--- config.mk ---
export PLATFORM = sky130hd
export DESIGN_NAME = iter_shift_ctrl_flat
export DESIGN_NICKNAME = d
export VERILOG_FILES = /design/src/rtl/alu_pkg.sv /design/src/rtl/iter_shift_ctrl_if.sv /design/src/rtl/shift_step1.sv /design/src/rtl/iter_shift_ctrl.sv /design/src/flat_wrapper.sv
export SDC_FILE = /design/constraint.sdc
export NUM_CORES = 1
export LEC_CHECK = 0
export CAP_MARGIN = 10
export CORE_MARGIN = 1.5
export CORE_UTILIZATION = 45
export DETAILED_ROUTE_END_ITERATION = 10
export GPL_ROUTABILITY_DRIVEN = 0
export GPL_TIMING_DRIVEN = 0
export PLACE_DENSITY = 0.78
export SETUP_SLACK_MARGIN = 0.4
export SLEW_MARGIN = 20
export SYNTH_ARGS = -nofsm -noshare
export SYNTH_HDL_FRONTEND = slang
export SYNTH_HIERARCHICAL = 1
export SYNTH_SLANG_ARGS = --single-unit
--- constraint.sdc ---
create_clock -name clk -period 3 [get_ports clk]
set_clock_uncertainty 0.2 [all_clocks]
set_input_delay 0.6 -clock clk [delete_from_list [all_inputs] [get_ports clk]]
set_output_delay 0.6 -clock clk [all_outputs]
set_load 0.03 [all_outputs]
--- src/rtl/alu_pkg.sv ---
// Shared ALU shift-path constants: operand geometry, shift-kind codes and
// the iterative shifter FSM state encoding.
package alu_pkg;

  localparam int WIDTH   = 32;
  localparam int SHAMT_W = 5;

  localparam logic [1:0] SHIFT_SLL = 2'b00;
  localparam logic [1:0] SHIFT_SRL = 2'b01;
  localparam logic [1:0] SHIFT_SRA = 2'b10;
  localparam logic [1:0] SHIFT_ROR = 2'b11;

  typedef enum logic [1:0] {
    ST_IDLE  = 2'd0,
    ST_SHIFT = 2'd1,
    ST_DONE  = 2'd2
  } shift_state_t;

endpackage

--- src/rtl/iter_shift_ctrl_if.sv ---
// Request/response bundle between the ALU control FSM (master) and the
// iterative shift unit (slave).
interface iter_shift_ctrl_if;
  import alu_pkg::*;

  // Handshake: start is taken only while busy=0; once taken, busy stays high
  // until the done cycle inclusive. done pulses for one cycle with result
  // valid, and result then holds until the next accepted start. abort
  // cancels an operation in flight without a done pulse.
  logic               start;
  logic [1:0]         op;
  logic [WIDTH-1:0]   data;
  logic [SHAMT_W-1:0] shamt;
  logic               abort;
  logic               busy;
  logic               done;
  logic [WIDTH-1:0]   result;
  shift_state_t       dbg_state;

  modport master (
    output start, op, data, shamt, abort,
    input  busy, done, result, dbg_state
  );

  modport slave (
    input  start, op, data, shamt, abort,
    output busy, done, result, dbg_state
  );

endinterface

--- src/rtl/shift_step1.sv ---
// One-bit-per-call shifter: produces a single shift/rotate step of word.
module shift_step1
  import alu_pkg::*;
(
  input  logic [WIDTH-1:0] word,
  input  logic [1:0]       op,
  output logic [WIDTH-1:0] stepped
);

  always_comb begin
    stepped = word;
    case (op)
      SHIFT_SLL: stepped = {word[WIDTH-2:0], 1'b0};
      SHIFT_SRL: stepped = {1'b0, word[WIDTH-1:1]};
      SHIFT_SRA: stepped = {word[WIDTH-1], word[WIDTH-1:1]};
      SHIFT_ROR: stepped = {word[0], word[WIDTH-1:1]};
      default:   stepped = word;
    endcase
  end

endmodule

--- src/rtl/iter_shift_ctrl.sv ---
// Iterative shift controller: latches an operand and applies one shift step
// per cycle until the requested amount is consumed.
module iter_shift_ctrl
  import alu_pkg::*;
(
  input  logic             clk,
  input  logic             rst_n,
  iter_shift_ctrl_if.slave bus
);

  shift_state_t       state, state_nx;
  logic [WIDTH-1:0]   work;
  logic [WIDTH-1:0]   work_step;
  logic [SHAMT_W-1:0] count;
  logic [1:0]         op_q;
  logic               accept;

  assign accept = (state == ST_IDLE) && bus.start;

  shift_step1 u_step (
    .word    (work),
    .op      (op_q),
    .stepped (work_step)
  );

  always_ff @(posedge clk or negedge rst_n) begin
    if (!rst_n) state <= ST_IDLE;
    else        state <= state_nx;
  end

  always_comb begin
    state_nx = state;
    case (state)
      ST_IDLE: begin
        if (bus.start) state_nx = (bus.shamt != '0) ? ST_SHIFT : ST_DONE;
      end
      ST_SHIFT: begin
        if (bus.abort)                      state_nx = ST_IDLE;
        else if (count == SHAMT_W'(1))      state_nx = ST_DONE;
      end
      ST_DONE:  state_nx = ST_IDLE;
      default:  state_nx = ST_IDLE;
    endcase
  end

  // On abort the working register is simply frozen; its value is not meaningful.
  always_ff @(posedge clk or negedge rst_n) begin
    if (!rst_n) begin
      work  <= '0;
      count <= '0;
      op_q  <= SHIFT_SLL;
    end else if (accept) begin
      work  <= bus.data;
      op_q  <= bus.op;
      count <= bus.shamt;
    end else if ((state == ST_SHIFT) && !bus.abort) begin
      work  <= work_step;
      count <= count - SHAMT_W'(1);
    end
  end

  assign bus.busy      = (state != ST_IDLE);
  assign bus.done      = (state == ST_DONE) && !bus.abort;
  assign bus.result    = work;
  assign bus.dbg_state = state;

endmodule

--- src/flat_wrapper.sv ---
// flat-port wrapper written by rule: the top's interface ports become plain ports
module iter_shift_ctrl_flat import alu_pkg::*;
  (clk, rst_n, bus_start, bus_op, bus_data, bus_shamt, bus_abort, bus_busy, bus_done, bus_result, bus_dbg_state);
  iter_shift_ctrl_if bus_i ();
  input  logic clk;
  input  logic rst_n;
  input wire logic [$bits(bus_i.start)-1:0] bus_start;
  input wire logic [$bits(bus_i.op)-1:0] bus_op;
  input wire logic [$bits(bus_i.data)-1:0] bus_data;
  input wire logic [$bits(bus_i.shamt)-1:0] bus_shamt;
  input wire logic [$bits(bus_i.abort)-1:0] bus_abort;
  output wire logic [$bits(bus_i.busy)-1:0] bus_busy;
  output wire logic [$bits(bus_i.done)-1:0] bus_done;
  output wire logic [$bits(bus_i.result)-1:0] bus_result;
  output wire logic [$bits(bus_i.dbg_state)-1:0] bus_dbg_state;
  assign bus_i.start = bus_start;
  assign bus_i.op = bus_op;
  assign bus_i.data = bus_data;
  assign bus_i.shamt = bus_shamt;
  assign bus_i.abort = bus_abort;
  assign bus_busy = bus_i.busy;
  assign bus_done = bus_i.done;
  assign bus_result = bus_i.result;
  assign bus_dbg_state = bus_i.dbg_state;
  iter_shift_ctrl u_core (.clk(clk), .rst_n(rst_n), .bus(bus_i));
endmodule
======== Word-level counts from Yosys, hierarchy flattened ========
Index checks and enable logic that the tools add are counted.
word-level totals
  word-level logic and storage cells ...... 36
  input bits .............................. 43
  output and inout bits ................... 36
  register bits after elaboration ......... 41
cells by class
  mux-type cells .......................... 10
  reductions and logical operators ........ 11
  add/sub/neg operators ................... 1
  equal/unequal tests ..................... 9
operators with widths
  cell                                              count
  case mux 32 bit (4 select lines)                  1
  two-way mux 32 bit                                2
  two-way mux 5 bit                                 2
  two-way mux 2 bit                                 4
  == test 2 bit, second input constant              3
  == test 5 x 1 -> 1 bit, second input constant     1
  nonzero test 5 bit                                1
  subtractor 5 x 1 -> 5 bit, second input constant  1
  == test 2 x 1 -> 1 bit, second input constant     2
  zero test 2 bit                                   2
  case mux 2 bit (2 select lines)                   1
  AND reduction 2 bit                               2
  nonzero test 2 bit                                2
  logical AND 1 bit                                 3
  != test 3 x 2 -> 1 bit, second input constant     1
  != test 2 x 1 -> 1 bit, second input constant     1
  != test 2 bit, second input constant              1
  zero test 1 bit                                   1

======== Logic depth before layout (Yosys ltp) ========
Gate-level depths: netlist of the first run.
  word-level depth ........................ 4
  depth in mapped cells ................... 5
  mapped depth without buffers ............ 5

======== Modules after synthesis ========
The synthesis of the first run kept the hierarchy.
by module, submodules not included
  module           area each (sq um)  cells each  times used
  iter_shift_ctrl  2,114.5            155         1
  shift_step1      518.0              38          1

======== Worst setup path after synthesis of the first run ========
Ideal clock, no wire load.
  path kind ............................... flip-flop to output port
  start point ............................. register u_core.state[1] (netlist: u_core/bus.dbg_state[1])
  end point ............................... output bus_done
  setup slack ............................. 693 ps
  stages on the path, launching flop included .. 3
  arrival ................................. 1,507 ps
  required time ........................... 2,200 ps
  cells stage by stage .................... dfrtp_1 -> buf_2 -> nor3b_1
on the way
  longest elaborated chain between the ends .. 2
RTL lines
  element                   line                   RTL
  start: declaration        iter_shift_ctrl.sv:11  shift_state_t state, state_nx;
  start signal: assignment  iter_shift_ctrl.sv:28  else state <= state_nx;
  == test 2 bit             iter_shift_ctrl.sv:63  assign bus.done = (state == ST_DONE) && !bus.abort;
  logical AND 1 bit         iter_shift_ctrl.sv:63
  end: declaration          flat_wrapper.sv:13     output wire logic [$bits(bus_i.done)-1:0] bus_done;
Every way passes these cells.

======== Worst setup path in the final report of the first run ========
  start point ............................. input bus_abort
  end point ............................... output bus_done
on the way
  longest elaborated chain between the ends .. 2
RTL lines
  element             line                   RTL
  start: declaration  flat_wrapper.sv:11     input wire logic [$bits(bus_i.abort)-1:0] bus_abort;
  zero test 1 bit     iter_shift_ctrl.sv:63
  logical AND 1 bit   iter_shift_ctrl.sv:63
Every way passes these cells.

==> results.sh, run 1 <==
export IMPL_synthAdderAreaFrac_pct=0.951
export IMPL_setup_tns_ps=0
export IMPL_fin_util_pct=64.6
export IMPL_path_cells="clkdlybuf4s50_1, nor3b_1, dlygate4sd2_1"
export IMPL_max_slew_margin_pct=69.4
export IMPL_port_buffers=78
export IMPL_arrival_ps=1710
export IMPL_met1_length_um=2480
export IMPL_rows=27
export IMPL_required_ps=2200
export IMPL_syn_to_final_growth_pct=36.8
export IMPL_finalCritPeriodShare_pct=83.8
export IMPL_dr_wl_met2_um=2620
export IMPL_antenna_left=0
export IMPL_first_pass_iters=4
export IMPL_cts_tree="yes"
export IMPL_seq_area_sq_um=1030
export IMPL_die_area_sq_um=6320
export IMPL_worst_slew_pin_slew_ps=458
export IMPL_multi_input_area_sq_um=1500
export IMPL_startpoint_type="input port"
export IMPL_grt_pass1_vias=1873
export IMPL_insertedDiodeCount=0
export IMPL_die_w_um=79.5
export IMPL_grt_max_degree=28
export IMPL_syn_area_sq_um=2630
export IMPL_crit_slowest_cell="clkdlybuf4s50_1"
export IMPL_post_place_ws_ps=172
export IMPL_antenna_found_initial=0
export IMPL_clock_latency_ps=290
export IMPL_setup_violations=0
export IMPL_wire_per_inst_um=15.7
export IMPL_power_density_nw_per_um2=1150
export IMPL_ctsHoldBuffers=0
export IMPL_clk_pin_slew_ps=70
export IMPL_syn_avg_cell_area_sq_um=13.6
export IMPL_topRoutingLayerUsed="met4"
export IMPL_cp_buffers_inverters=2
export IMPL_drc=0
export IMPL_final_hold_viol_count=0
export IMPL_clock_sinks=41
export IMPL_synth_top_family_by_area="multiplexers"
export IMPL_drive_above_1_share_pct=40.9
export IMPL_critPathMaxFanout=5
export IMPL_gr_total_overflow=0
export IMPL_nNetsFinal=324
export IMPL_drtIter0Drc=45
export IMPL_maxCapViolCount=0
export IMPL_avgViaCountPerCell=5.22
export IMPL_grt_pass1_wl_um=9180
export IMPL_ctsLongestPathBuffers=2
export IMPL_core_sq_um=5570
export IMPL_synth_compound_area_share_pct=3.37
export IMPL_cts_root_buf="clkbuf_8"
export IMPL_peakVddDrop_uv=611
export IMPL_path_class="in2out"
export IMPL_ys_ff_latch=41
export IMPL_ys_seq_area_share_pct=39.0
export IMPL_fillers=453
export IMPL_maxSlewViolCount=0
export IMPL_critical_path_max_stage_delay_ps=480
export IMPL_power_leakage_nw=1.51
export IMPL_htreeDepth=2
export IMPL_hold_class="in2async"
export IMPL_ios=79
export IMPL_synthesis_nets=238
export IMPL_syn_inst=193
export IMPL_dp_cells=344
export IMPL_vias=1832
export IMPL_synth_xor_area_share_pct=0.333
export IMPL_path_delay_family="buffers and inverters"
export IMPL_wl_um=5510
export IMPL_outcome="finished clean"
export IMPL_yosys_warnings=6
export IMPL_instances_no_fill=351
export IMPL_yosysUniqueCellTypes=34
export IMPL_postCtsSetupBuffers=0
export IMPL_rsz0062_at_grt="no"
export IMPL_wl_met3_um=279
export IMPL_yosys_area_share_simple_pct=6.61
export IMPL_finalCriticalPeriod_ps=2510
export IMPL_end_kind="output port"
export IMPL_grt_usage_pct=18.8
export IMPL_initial_utilization_pct=47.2
export IMPL_cts_buffers=5
export IMPL_fmax_mhz=398
export IMPL_synth_area_mux_share_pct=45.6
export IMPL_hpwl_um=4100
export IMPL_die_h_um=79.5
export IMPL_setup_slack_ps=485
==> area by class of cell <==
| cell class | instances | area share [%] |
|---|---|---|
| Inverter | 4 | 0.417 |
| Timing Repair Buffer | 79 | 22.0 |
| Buffer | 11 | 2.64 |
| Sequential cell | 41 | 28.5 |
| Multi-Input combinational cell | 137 | 41.5 |
| Clock buffer | 7 | 2.40 |
| Tap cell | 72 | 2.50 |
==> worst register-to-register path, delay by kind of cell, from the launching register on <==
family                 cells  cell delay, ps
flip-flops                 1             380
multiplexers               2             630
AND/OR/NAND/NOR            1             310
buffers and inverters      2             510
==> cells in the final DEF (no fill, tap or decap), types with 4 or more instances in the layout <==
cell type,netlist,routed
buf_2,4,5
buf_6,6,6
clkbuf_8,0,6
clkdlybuf4s50_1,0,75
dfrtp_1,41,41
inv_1,4,4
mux2_1,7,7
mux2_2,60,60
mux2_4,29,29
nand2_1,5,5
o21ai_0,4,4
==> metrics by stage <==
stage | hold slack (ps) | cell area [sq um] | total power (W)
final | 14.6 | 3600 | 0.00412
after global routing | 18.0 | 3600 | 0.00440
after CTS | 13.0 | 3600 | 0.00417
after detailed placement | 335 | 3520 | 0.00380
after global placement | 356 | 3500 | 0.00374
after floorplan | 104 | 2630 | 0.00301
==> per-layer routing <==
layer  up-vias  global-route usage [%]
li1        891                       -
met1       878                    24.6
met2        51                    29.8
met3        12                    3.89
met4         0                    8.25
met5         -                       0
==> state kept, by name, summed over array words and instances, names as in the netlist <==
| name | count |
|---|---|
| u_core/count | 5 |
| u_core/bus.result | 32 |
| u_core/bus.dbg_state | 2 |
| u_core/op_q | 2 |
==> cells by family after synthesis <==
logic type                 after synthesis
AOI/OAI and AO/OA                       12
xor gates and xnor gates                 1
adders and majority gates                2
buffers and inverters                   15
DFF                                     41
muxes                                   97
and+or+nand+nor                         25
==> synthesized netlist by cell type <==
cell type	n	area share, %
buf_6	6	2.6
and2_1	1	0.24
buf_4	1	0.29
nand2_1	5	0.71
mux2_4	29	17
nor2_4	1	0.43
mux2_1	7	3.0
or3b_2	2	0.67
o221ai_1	2	0.67
nor3_4	1	0.62
a2111oi_0	1	0.33
mux2i_1	1	0.38
nor3_1	1	0.19
a2bb2oi_1	1	0.33
buf_2	4	0.76
inv_1	4	0.57
o41ai_1	1	0.33
or3_1	2	0.48
dfrtp_1	41	39
nand3_1	1	0.19
ha_1	2	0.95
xnor2_1	1	0.33
o21ai_0	4	0.76
or2_2	1	0.24
mux2_2	60	26
nor2_1	2	0.29
a22oi_1	1	0.29
o211ai_1	1	0.29
nor3b_1	2	0.57
nor4b_1	3	1.0
a221o_1	1	0.38
or4_1	1	0.29
nor3b_2	1	0.48
nor2b_1	1	0.24
==> repair_timing <==
item                                    CTS  global route
endpoints found under the hold margin     0             0
endpoints found under the setup margin    2             0
gates resized for setup                   2             0
==> path summary, 6_finish.rpt <==
| kind | start | endpoint | slack, ps | cells past startpoint |
|---|---|---|---|---|
| worst min register to register | u_core/bus.result[5] | u_core/bus.result[5] | 370 | 1 |
| min in group clk | u_core/bus.result[5] | u_core/bus.result[5] | 370 | 1 |
| max in group asynchronous | rst_n | u_core/bus.result[9] | 2120 | 2 |
| worst min-delay path | rst_n | u_core/bus.result[28] | 10 | 1 |
| worst max-delay path | bus_abort | bus_done | 490 | 3 |
| worst max register to register | u_core/bus.dbg_state[1] | u_core/bus.result[31] | 850 | 5 |
==> power breakdown <==
part           internal [W]  leakage, nW  switching, W
Clock              0.000182       0.0443      0.000176
Sequential         0.000834        0.492      0.000307
Combinational       0.00153        0.973       0.00110
Note: power is estimated with default switching activity, not from simulation.
==> run 2, diff against run 1 <==
Clock period 3 ns to 2.61 ns, I/O delays scaled along.
==> run 2 against run 1 <==
Design area is 1.9% higher. Worst setup slack got worse by 26 ps. Clock power rose by 46%. Die area did not move. Total power up 18%. Critical path depth up 2. Critical endpoint is now u_core/bus.result[30]. Highest routed layer unchanged.
==> results.sh, run 2 (same netlist as run 1, synthesis figures left out) <==
export IMPL_outcome="finished clean"
export IMPL_arrival_ps=2120
export IMPL_antenna_left=0
export IMPL_startpoint_type="input port"
export IMPL_setup_violations=0
export IMPL_grt_pass1_vias=1888
export IMPL_core_sq_um=5570
export IMPL_finalCritPeriodShare_pct=82.4
export IMPL_nNetsFinal=327
export IMPL_avgViaCountPerCell=5.25
export IMPL_final_common_cell="clkdlybuf4s50_1"
export IMPL_port_buffers=78
export IMPL_die_h_um=79.5
export IMPL_maxSlewViolCount=0
export IMPL_grt_max_degree=31
export IMPL_hold_depth=2
export IMPL_r2r_end="u_core/bus.result[27]"
export IMPL_rsz0062_at_grt="no"
export IMPL_initial_utilization_pct=47.2
export IMPL_p_int_w=0.00305
export IMPL_reg2reg_depth=5
export IMPL_critPathMaxFanout=10
export IMPL_ctsLongestPathBuffers=2
export IMPL_die_w_um=79.5
export IMPL_peakVddDrop_uv=648
export IMPL_gr_total_overflow=0
export IMPL_end_kind="flop"
export IMPL_worst_slew_pin_slew_ps=465
export IMPL_min_from="bus_start"
export IMPL_power_switching_w=0.00183
export IMPL_clk_pin_slew_ps=80
export IMPL_required_ps=2580
export IMPL_r2r_start="u_core/bus.dbg_state[1]"
export IMPL_comb_power_share_pct=62.5
export IMPL_syn_to_final_growth_pct=39.5
export IMPL_whs_ps=358
export IMPL_final_hold_viol_count=0
export IMPL_fmax_mhz=465
export IMPL_clock_latency_ps=290
export IMPL_cts_root_buf="clkbuf_8"
export IMPL_drtIter0Drc=51
export IMPL_power_share_sequential_pct=26.8
export IMPL_grt_usage_pct=18.3
export IMPL_largest_reg_flops=32
export IMPL_hold_class="in2reg"
export IMPL_htreeDepth=2
export IMPL_ios=79
export IMPL_rows=27
export IMPL_finalCriticalPeriod_ps=2150
export IMPL_path_class="in2reg"
export IMPL_max_slew_margin_pct=68.9
export IMPL_cts_buffers=5
export IMPL_vias=1862
export IMPL_drive_above_1_share_pct=42.4
export IMPL_first_pass_iters=4
export IMPL_cts_tree="yes"
export IMPL_clock_sinks=41
export IMPL_mostFrequentLayoutCells="clkdlybuf4s50_1, mux2_2, dfrtp_1"
export IMPL_hpwl_um=4080
export IMPL_insertedDiodeCount=0
export IMPL_drc=0
export IMPL_grt_pass1_wl_um=9090
export IMPL_power_density_nw_per_um2=1330
export IMPL_setup_tns_ps=0
export IMPL_maxCapViolCount=0
export IMPL_power_w=0.00487
export IMPL_die_area_sq_um=6320
export IMPL_power_leakage_nw=1.55
export IMPL_reg2reg_slack_ps=520
export IMPL_dp_cells=344
export IMPL_wire_per_inst_um=15.5
export IMPL_wl_um=5520
export IMPL_p_clk_share_pct=10.7
export IMPL_holdPathEnd="u_core/bus.dbg_state[1]"
export IMPL_antenna_found_initial=0
export IMPL_switching_share_pct=37.5
export IMPL_instances_no_fill=355
## run 2: worst max path at each step
stage / end / slack [ps] / depth (start not counted) / from
floorplan: u_core/bus.result[13] / 540 / 5 / u_core/bus.dbg_state[1]
global placement: u_core/bus.result[10] / -260 / 1 / rst_n
detailed placement: bus_done / -0.6 / 3 / bus_abort
CTS: bus_done / 370 / 3 / bus_abort
global route: u_core/bus.result[30] / 420 / 5 / bus_abort
finish: u_core/bus.result[30] / 460 / 5 / bus_abort
## run 2: critical path, cell delays in order
cell and delay, ps:
clkdlybuf4s50_1 500, and2_1 260, nor3_4 280, buf_6 210, mux2_2 340
## run 2: what timing repair did
item                                    CTS  global route
resized for setup                        11             7
setup buffers                             1             0
hold buffers                              1             0
pin swaps                                 1             1
endpoints found under the setup margin   27            35
endpoints found under the hold margin    11             0
gates cloned                              0             1
## run 2: per-stage QoR
stage	utilization [%]	setup slack (ps)	instance area, sq um
after floorplan	-	536	2640
after detailed placement	63.2	-0.589	3520
after CTS	65.9	365	3670
final	65.9	460	3670
after global routing	65.9	418	3670
after global placement	62.9	-257	3510
## run 2: power groups by stage
stage          clock, W  combinational (W)  sequential, W
2_1_floorplan         0            0.00170        0.00176
3_3_place_gp          0            0.00298        0.00132
3_5_place_dp          0            0.00304        0.00133
4_1_cts        0.000534            0.00306        0.00132
5_1_grt        0.000576            0.00324        0.00137
6_report       0.000521            0.00304        0.00131
## run 2: cell type report
cell class,count,area [sq um]
Timing Repair Buffer,82,810
Sequential cell,41,1030
Clock inverter,1,30.0
Buffer,11,106
Multi-Input combinational cell,137,1510
Clock buffer,7,86.3
Fill cell,469,1900
Inverter,4,15.0
Tap cell,72,90.1
## run 2: routing by layer
layer | wire length (um) | global-route usage, % | vias up
met2 | 2710 | 30.3 | 52
met1 | 2450 | 24.1 | 903
met4 | 65 | 6.84 | 0
li1 | - | - | 901
met5 | 0 | 0 | -
met3 | 299 | 2.86 | 6
==> run 3, diff against run 2 <==
Clock period 2.61 ns to 2.05 ns, I/O delays scaled along.
==> run 3 against run 2 <==
Worst hold slack got worse by 75 ps. Sequential share of layout area down 3.3 points. Count of clock-buffer cells in the layout up 1. Combinational power up 59%. Final cell count increased by 7.3%. Sequential cell count is the same. Design area rose by 14%. Non-clock buffer count rose by 26. Global-route usage up 2.1 points. Utilization up 9.2 points. Register-to-register slack worse by 490 ps. Critical path type is now reg2reg. Critical endpoint is now u_core/bus.result[29].
==> results.sh, run 3 (same netlist as run 1, synthesis figures left out) <==
export IMPL_outcome="finished clean"
export IMPL_core_sq_um=5570
export IMPL_nNetsFinal=353
export IMPL_largest_reg_flops=32
export IMPL_power_density_nw_per_um2=1670
export IMPL_critPathMaxFanout=7
export IMPL_crit_slowest_cell="dfrtp_1"
export IMPL_path_cells="nor2_4, buf_12, clkbuf_16, mux2_4, mux2_2, mux2_4"
export IMPL_clock_sinks=41
export IMPL_final_hold_viol_count=0
export IMPL_end_kind="flop"
export IMPL_clk_pin_slew_ps=80
export IMPL_drive_above_1_share_pct=65.0
export IMPL_avgViaCountPerCell=5.29
export IMPL_cts_buffers=5
export IMPL_die_area_sq_um=6320
export IMPL_port_buffers=78
export IMPL_insertedDiodeCount=0
export IMPL_wire_per_inst_um=18.0
export IMPL_die_w_um=79.5
export IMPL_grt_pass1_wl_um=10100
export IMPL_rsz0062_at_grt="yes"
export IMPL_antenna_left=0
export IMPL_fmax_mhz=494
export IMPL_gr_total_overflow=0
export IMPL_grt_usage_pct=20.5
export IMPL_hold_class="in2reg"
export IMPL_maxCapViolCount=0
export IMPL_ios=79
export IMPL_wl_um=6840
export IMPL_drtIter0Drc=43
export IMPL_worst_slew_pin_slew_ps=387
export IMPL_switching_share_pct=37.9
export IMPL_htreeDepth=2
export IMPL_path_delay_family="multiplexers"
export IMPL_mostFrequentLayoutCells="mux2_4, dfrtp_1, clkdlybuf4s50_1"
export IMPL_cts_root_buf="clkbuf_8"
export IMPL_hpwl_um=4120
export IMPL_clock_latency_ps=280
export IMPL_critical_path_max_stage_delay_ps=420
export IMPL_rows=27
export IMPL_finalCriticalPeriod_ps=2020
export IMPL_die_h_um=79.5
export IMPL_ctsLongestPathBuffers=2
export IMPL_peakVddDrop_uv=991
export IMPL_finalCritPeriodShare_pct=98.7
export IMPL_hold_depth=2
export IMPL_path_class="reg2reg"
export IMPL_syn_to_final_growth_pct=59.0
export IMPL_initial_utilization_pct=47.2
export IMPL_first_pass_iters=4
export IMPL_required_ps=2020
export IMPL_setup_violations=0
export IMPL_cp_buffers_inverters=2
export IMPL_vias=2014
export IMPL_grt_pass1_vias=2110
export IMPL_power_switching_w=0.00265
export IMPL_drc=0
export IMPL_fin_util_pct=75.1
export IMPL_reg2reg_depth=6
export IMPL_grt_max_degree=30
export IMPL_max_slew_margin_pct=73.8
export IMPL_fillers=378
export IMPL_critical_path_most_common_cell="mux2_4"
export IMPL_power_share_sequential_pct=23.9
export IMPL_p_clk_share_pct=7.1
export IMPL_worstSetupPathDepth=6
export IMPL_final_common_cell="mux2_4"
export IMPL_power_leakage_nw=1.89
export IMPL_arrival_ps=1990
export IMPL_p_int_w=0.00436
export IMPL_antenna_found_initial=0
export IMPL_startpoint_type="flop"
export IMPL_maxSlewViolCount=0
export IMPL_cts_tree="yes"
export IMPL_whs_ps=283
export IMPL_comb_power_share_pct=69.0
-- run 3: cell count changes in the layout (fill, tap and decap cells not counted), moves of 3 or more --
cell and change:
dfrtp_2 +3, clkdlybuf4s15_2 +18, buf_8 +3, buf_2 +11, mux2_4 +37, buf_6 +7
dlygate4sd2_1 +4, clkdlybuf4s50_1 -38, mux2_2 -30, dfrtp_1 -3, mux2_1 -7, buf_12 +4
buf_4 +13
-- run 3: area by class of cell --
type	instances	area, sq um	area share, %
Buffer	11	161	3.86
Clock buffer	8	80.1	1.91
Inverter	4	15.0	0.359
Multi-Input combinational cell	137	1740	41.5
Sequential cell	41	1030	24.6
Tap cell	72	90.1	2.15
Timing Repair Buffer	108	1070	25.6
-- run 3: path summary, 6_finish.rpt --
check	slack (ps)	endpoint	from
min in group asynchronous	370	u_core/bus.result[23]	rst_n
max in group asynchronous	810	u_core/op_q[1]	rst_n
worst max register to register	30	u_core/bus.result[29]	u_core/op_q[0]
worst min register to register	370	u_core/bus.result[16]	u_core/bus.result[16]
worst min-delay path	280	u_core/count[0]	bus_shamt[0]
worst max-delay path	30	u_core/bus.result[29]	u_core/op_q[0]
-- run 3: worst reg2reg max path, delay by kind of cell, from the launching register on --
kind | cells | cell delay, ps
flip-flops | 1 | 420
multiplexers | 3 | 820
AND/OR/NAND/NOR | 1 | 140
buffers and inverters | 2 | 320
-- run 3: power groups by stage --
stage               clock network [W]  logic (W)  registers, W
global placement                    0    0.00390       0.00168
CTS                          0.000515    0.00439       0.00167
floorplan                           0    0.00226       0.00225
finish                       0.000500    0.00484       0.00167
detailed placement                  0    0.00396       0.00169
global route                 0.000542    0.00509       0.00175
-- run 3: per-stage QoR --
step | total power [W] | std cells | worst slack (ps) | TNS [ps] | area (sq um)
2_1_floorplan | 0.00450 | 193 | 78.3 | 0 | 2700
3_3_place_gp | 0.00558 | 343 | -921 | -44340 | 3570
3_5_place_dp | 0.00566 | 344 | -400 | -13280 | 3590
4_1_cts | 0.00658 | 374 | 52.9 | 0 | 4040
5_1_grt | 0.00738 | 381 | -7.82 | -14.2 | 4190
6_report | 0.00701 | 381 | 27.4 | 0 | 4190
-- run 3: repair_timing --
item | 4_1_cts | 5_1_grt
gates resized for setup | 158 | 71
hold endpoints to repair | 12 | 0
cloned | 4 | 2
hold buffers | 1 | 0
endpoints found under the setup margin | 77 | 58
buffers inserted | 17 | 5
pin swaps | 10 | 7
-- run 3: layer usage --
metal	vias up	track usage, %	part of all wire, %	routed length [um]
met4	0	3.86	1.1	74
met2	51	36.9	51	3480
met1	1008	25.3	44	3000
met5	-	0	0	0
li1	947	-	-	-
met3	8	4.00	4.1	282
